<file path="src/rtl/sap_pkg.sv">
// Shared SAP definitions: datapath widths, opcode encodings and the operand
// extension helper used by the instruction register, ALU and MAR.
package sap_pkg;

    localparam int SAP_DATA_W   = 8;
    localparam int SAP_OPCODE_W = 4;
    localparam int SAP_OPERAND_W = SAP_DATA_W - SAP_OPCODE_W;

    typedef enum logic [SAP_OPCODE_W-1:0] {
        OP_LDA = 4'h0,
        OP_ADD = 4'h1,
        OP_SUB = 4'h2,
        OP_OUT = 4'hE,
        OP_HLT = 4'hF
    } sap_opcode_e;

    function automatic logic [SAP_DATA_W-1:0] sap_extend_operand(
        input logic [SAP_OPERAND_W-1:0] operand,
        input logic                     sign_ext
    );
        logic fill;
        fill = sign_ext & operand[SAP_OPERAND_W-1];
        return {{SAP_OPCODE_W{fill}}, operand};
    endfunction

endpackage

</file>
<file path="src/rtl/sap_sync_fifo.sv">
// Single-clock circular FIFO with occupancy count; the head word is visible
// combinationally on rd_data. A push is accepted when full only if a pop frees a slot.
module sap_sync_fifo #(
    parameter int WIDTH = 8,
    parameter int DEPTH = 4
) (
    input  logic                       clock,
    input  logic                       reset,
    input  logic                       push,
    input  logic                       pop,
    input  logic                       clear,
    input  logic [WIDTH-1:0]           wr_data,
    output logic [WIDTH-1:0]           rd_data,
    output logic [$clog2(DEPTH):0]     level,
    output logic                       full,
    output logic                       empty
);

    localparam int PTR_W = $clog2(DEPTH);
    localparam int CNT_W = PTR_W + 1;

    logic [WIDTH-1:0] mem [DEPTH];
    logic [PTR_W-1:0] wr_ptr;
    logic [PTR_W-1:0] rd_ptr;
    logic             do_push;
    logic             do_pop;

    assign full    = (level == CNT_W'(DEPTH));
    assign empty   = (level == '0);
    assign do_pop  = pop & ~empty;
    assign do_push = push & (~full | do_pop);
    assign rd_data = mem[rd_ptr];

    // Storage is never reset; only words below level are ever read out.
    always_ff @(posedge clock) begin
        if (do_push && !clear) begin
            mem[wr_ptr] <= wr_data;
        end
    end

    always_ff @(posedge clock or negedge reset) begin
        if (!reset) begin
            wr_ptr <= '0;
            rd_ptr <= '0;
            level  <= '0;
        end else if (clear) begin
            wr_ptr <= '0;
            rd_ptr <= '0;
            level  <= '0;
        end else begin
            if (do_push) begin
                wr_ptr <= wr_ptr + 1'b1;
            end
            if (do_pop) begin
                rd_ptr <= rd_ptr + 1'b1;
            end
            level <= level + CNT_W'(do_push) - CNT_W'(do_pop);
        end
    end

endmodule

</file>
<file path="src/rtl/instruction_prefetch_reg.sv">
// SAP instruction register with a prefetch queue in front of it: holds the
// current instruction, flags dropped pushes and drives the extended operand.
module instruction_prefetch_reg
    import sap_pkg::*;
#(
    parameter int DATA_W   = SAP_DATA_W,
    parameter int OPCODE_W = SAP_OPCODE_W,
    parameter int DEPTH    = 4,
    parameter bit SIGN_EXT = 1'b0
) (
    input  logic                    clock,
    input  logic                    reset,
    input  logic                    ir_in,
    input  logic                    ir_next,
    input  logic                    flush,
    input  logic                    ir_out,
    input  logic [DATA_W-1:0]       bus_in,
    output logic [DATA_W-1:0]       q,
    output logic                    q_valid,
    output logic [OPCODE_W-1:0]     out_control,
    output logic [DATA_W-1:0]       bus_out,
    output logic                    bus_oe,
    output logic                    full,
    output logic                    empty,
    output logic [$clog2(DEPTH):0]  level,
    output logic                    overflow
);

    localparam int OPERAND_W = DATA_W - OPCODE_W;

    logic [DATA_W-1:0]    head;
    logic [OPERAND_W-1:0] operand;
    logic [DATA_W-1:0]    operand_ext;

    sap_sync_fifo #(
        .WIDTH (DATA_W),
        .DEPTH (DEPTH)
    ) u_fifo (
        .clock   (clock),
        .reset   (reset),
        .push    (ir_in),
        .pop     (ir_next),
        .clear   (flush),
        .wr_data (bus_in),
        .rd_data (head),
        .level   (level),
        .full    (full),
        .empty   (empty)
    );

    assign out_control = q[DATA_W-1 -: OPCODE_W];
    assign operand     = q[OPERAND_W-1:0];

    always_comb begin
        operand_ext = {{OPCODE_W{1'b0}}, operand};
        if (SIGN_EXT) begin
            operand_ext = {{OPCODE_W{operand[OPERAND_W-1]}}, operand};
        end
    end

    // A push into a full queue is only lost when no pop frees a slot that edge.
    always_ff @(posedge clock or negedge reset) begin
        if (!reset) begin
            q        <= '0;
            q_valid  <= 1'b0;
            overflow <= 1'b0;
        end else if (flush) begin
            q       <= '0;
            q_valid <= 1'b0;
        end else begin
            if (ir_in && full && !ir_next) begin
                overflow <= 1'b1;
            end
            if (ir_next) begin
                if (!empty) begin
                    q       <= head;
                    q_valid <= 1'b1;
                end else begin
                    q_valid <= 1'b0;
                end
            end
        end
    end

    // Operand stage samples q as it stood before this edge's pop or flush.
    always_ff @(posedge clock or negedge reset) begin
        if (!reset) begin
            bus_out <= '0;
            bus_oe  <= 1'b0;
        end else if (ir_out) begin
            bus_out <= operand_ext;
            bus_oe  <= 1'b1;
        end else begin
            bus_out <= '0;
            bus_oe  <= 1'b0;
        end
    end

endmodule

</file>
<file path="config.mk">
export PLATFORM = sky130hd
export DESIGN_NAME = instruction_prefetch_reg
export DESIGN_NICKNAME = d
export VERILOG_FILES = /design/src/rtl/sap_pkg.sv /design/src/rtl/sap_sync_fifo.sv /design/src/rtl/instruction_prefetch_reg.sv
export SDC_FILE = /design/constraint.sdc
export NUM_CORES = 1
export LEC_CHECK = 0
export ABC_AREA = 0
export BUFFER_PORTS_ARGS = -buffer_cell sky130_fd_sc_hd__buf_2
export CAP_MARGIN = 0
export CORE_UTILIZATION = 45
export DETAILED_ROUTE_END_ITERATION = 16
export PLACE_DENSITY_LB_ADDON = 0.15
export SLEW_MARGIN = 15
export SYNTH_ARGS = -nofsm -noshare
export SYNTH_HDL_FRONTEND = slang
export SYNTH_SLANG_ARGS = --single-unit
</file>
<file path="constraint.sdc">
create_clock -name clock -period 4.2 [get_ports clock]
set_input_delay 0.21 -clock clock [delete_from_list [all_inputs] [get_ports clock]]
set_output_delay 0.21 -clock clock [all_outputs]
set_load 0.005 [all_outputs]
</file>
==> run_results.csv <==
group,metric,value,unit
worst_setup_path,critPathLaunchType,"register",
cts,cts.repair.resized,0,
cells_and_area,drive_gt1_share,32.1,%
worst_setup_path,crit_arrival,2730,ps
global_routing,met1_usage,21.1,%
synthesis,synth-seq-area-share,67.1,%
place,pre_cts_ws,1630,ps
die,rows,25,
cts,clk_path_buf_depth,2,
synthesis,post-synth-top-area-cell,"edfxtp_1",
cts,clkSinkCount,54,
timing,finalSetupViolations,0,
timing,worst-slew-pin-transition,570,ps
global_routing,grt_use_total,15.9,%
global_routing,grt_antenna_before_repair,0,
timing,postLayoutSetupSlackWorst,1660,ps
detailed_routing,num_vias,1207,
cts,cts_tree,"yes",
cts,cts_setup_buffers,0,
power_and_ir_drop,leakagePower,1.06,nW
cts,clk_pin_slew,100,ps
global_routing,gr-usage-met2,25.5,%
worst_setup_path,crit_fanout,12,
place,hpwl,2540,um
timing,holdWs,46.6,ps
worst_setup_path,cp.required,4390,ps
power_and_ir_drop,total_power,1.32,mW
global_routing,grt_pass1_wl,6020,um
die,io_pins,42,
cts,clockRootBuffer,"clkbuf_8",
die,start_util,47.4,%
synthesis,synth_area_per_cell,15.2,um2
cts,worst_skew_pair.late_latency,310,ps
power_and_ir_drop,vdd_drop_max,252,uV
global_routing,grt_max_degree,23,
synthesis,syn_area,2250,um2
cells_and_area,n_antenna_cell,0,
worst_hold_path,hp-class,"input port to register",
worst_hold_path,min_path_cells,1,
cells_and_area,layout.nets,204,
timing,rsz0062_at_grt,"no",
timing,period_share,60.4,%
synthesis,synth_seq_cells,54,
timing,drv_slew,0,
detailed_routing,drcViolationCount,0,
die,die_w,72.7,um
timing,finalHoldViolations,0,
synthesis,synthCells,148,
global_routing,grt_overflow_total,0,
synthesis,synth.area.top_cells,"edfxtp_1 (43%), dfrtp_1 (24%), mux4_2 (8.0%), buf_4 (3.3%), ha_1 (3.3%)",
detailed_routing,drt.antenna.violating_nets,0,
detailed_routing,routedWlPerCell,14.6,um
timing,relSlewSlack,62.0,%
detailed_routing,drtIter0Drc,28,
place,port_buffers,37,
detailed_routing,drtPass1Iterations,4,
synthesis,ys_async_sr_fraction,40.7,%
cts,htreeDepth,2,
synthesis,synth_cell_types,29,
run_status,status,"complete, no violations",
worst_setup_path,worstSetupPathType,"register to register",
die,fp.dieH,72.7,um
power_and_ir_drop,power_density,517,nW/um2
timing,fin_crit,2540,ps
synthesis,yosys_warnings,0,
synthesis,synth-main-ff-cell,"edfxtp_1",
die,core_area,4750,um2
timing,worst_clock_skew,8.16,ps
die,dieArea,5290,um2
place,gp_congestion,0.676,
place,dp.cells,242,
global_routing,grt_pass1_vias,1184,
detailed_routing,wirelength,3660,um
cells_and_area,syn2layout_area_growth,13.3,%
cells_and_area,finalNonFillerCells,251,
timing,tns,0,ps
global_routing,grt_use_met3,4.56,%
synthesis,synth_edf_count,32,
worst_setup_path,r2r_cells,9,
job,maxCapViolations,0,
synthesis,synth_top_cell_area_share,42.7,%
cts,numCtsBuffers,5,
timing,max_freq,394,MHz
detailed_routing,viasPerCell,4.81,
worst_setup_path,end_kind,"register",
global_routing,busiest_layer,"met2",
## worst paths after layout
kind	startpoint	slack, ps	to
worst max-delay path	u_fifo.level[1]	1660	u_fifo.level[2]
worst min-delay path	ir_out	50	bus_oe
worst max register to register	u_fifo.level[1]	1660	u_fifo.level[2]
worst min register to register	overflow	470	overflow
max in group asynchronous	reset	3470	q[2]
min in group asynchronous	reset	400	u_fifo.level[1]
## layer usage
layer | wire length [um] | up-vias
met4 | 48 | 0
met5 | 0 | -
li1 | - | 576
met1 | 1680 | 588
met2 | 1770 | 38
met3 | 167 | 5
## power by group
group | switching (mW) | internal (mW)
Combinational | 0.144 | 0.168
Sequential | 0.0745 | 0.624
Clock | 0.172 | 0.137
## layout by cell type (no fill, tap or decap), drive strengths merged
master | Yosys | routed
mux4 | 8 | 8
edfxtp | 32 | 32
fa | 1 | 1
xor2 | 1 | 1
mux2 | 1 | 1
nand2b | 1 | 1
and2 | 8 | 8
nor4b | 1 | 1
or3 | 1 | 1
clkbuf | 3 | 6
mux2i | 1 | 1
nor3 | 1 | 1
dlygate4sd3 | 0 | 1
a31o | 1 | 1
nor2 | 5 | 5
nor3b | 2 | 2
conb | 1 | 4
a21oi | 10 | 10
xnor2 | 2 | 2
nor2b | 2 | 2
dfrtp | 22 | 22
o31ai | 1 | 1
nand2 | 18 | 18
ha | 6 | 6
inv | 8 | 10
buf | 10 | 37
o21ai | 1 | 1
## kinds of logic (layout without fill, tap and decap cells)
kind of cell	count (synthesis)	after routing	synth area share, %
flip-flops	54	54	67.1
other	1	4	0.167
AO/OA/AOI/OAI	13	13	3.78
XOR/XNOR	3	3	1.17
multiplexers	10	10	9.11
buffers and inverters	21	54	5.22
adder cells (fa/ha/maj)	7	7	4.22
AND/OR/NAND/NOR	39	39	9.22
## through the flow
step,util (%),cell area [um2]
floorplan,-,2260
global placement,51.4,2440
detailed placement,51.4,2440
CTS,53.7,2550
global route,53.7,2550
finish,53.7,2550
## cells in the mapped netlist (5+ instances only)
cell and count:
edfxtp_1 32, a21oi_1 10, inv_1 7, buf_4 10
nand2_1 18, dfrtp_1 22, and2_1 8, ha_1 6
nor2_1 5, mux4_2 8
## registers in the layout (all words and copies together) (netlist names)
signal / count
q_valid: 1
u_fifo.level: 3
bus_out: 4
u_fifo.wr_ptr: 2
u_fifo.mem: 32
q: 8
overflow: 1
bus_oe: 1
u_fifo.rd_ptr: 2
## final cells by class
cell class                      instances  area [um2]
Timing Repair Buffer                   38         195
Clock buffer                            6        82.6
Inverter                                8        30.0
Multi-Input combinational cell         76         634
Sequential cell                        54        1510
Tap cell                               67        83.8
Clock inverter                          2        15.0
Fill cell                             411        2200
## timing repair
action                     CTS  global route
setup endpoints to repair    0             0
hold buffers                 1             0
hold endpoints to repair    22             0
## critical path, stage by stage (launching register included)
cell and delay, ps:
dfrtp_1 520, o31ai_4 550, inv_2 200, ha_1 310
inv_1 60, ha_1 130, inv_1 50, fa_1 390
xnor2_1 160, nor2_1 50
Power figures use the tool's default switching activity.
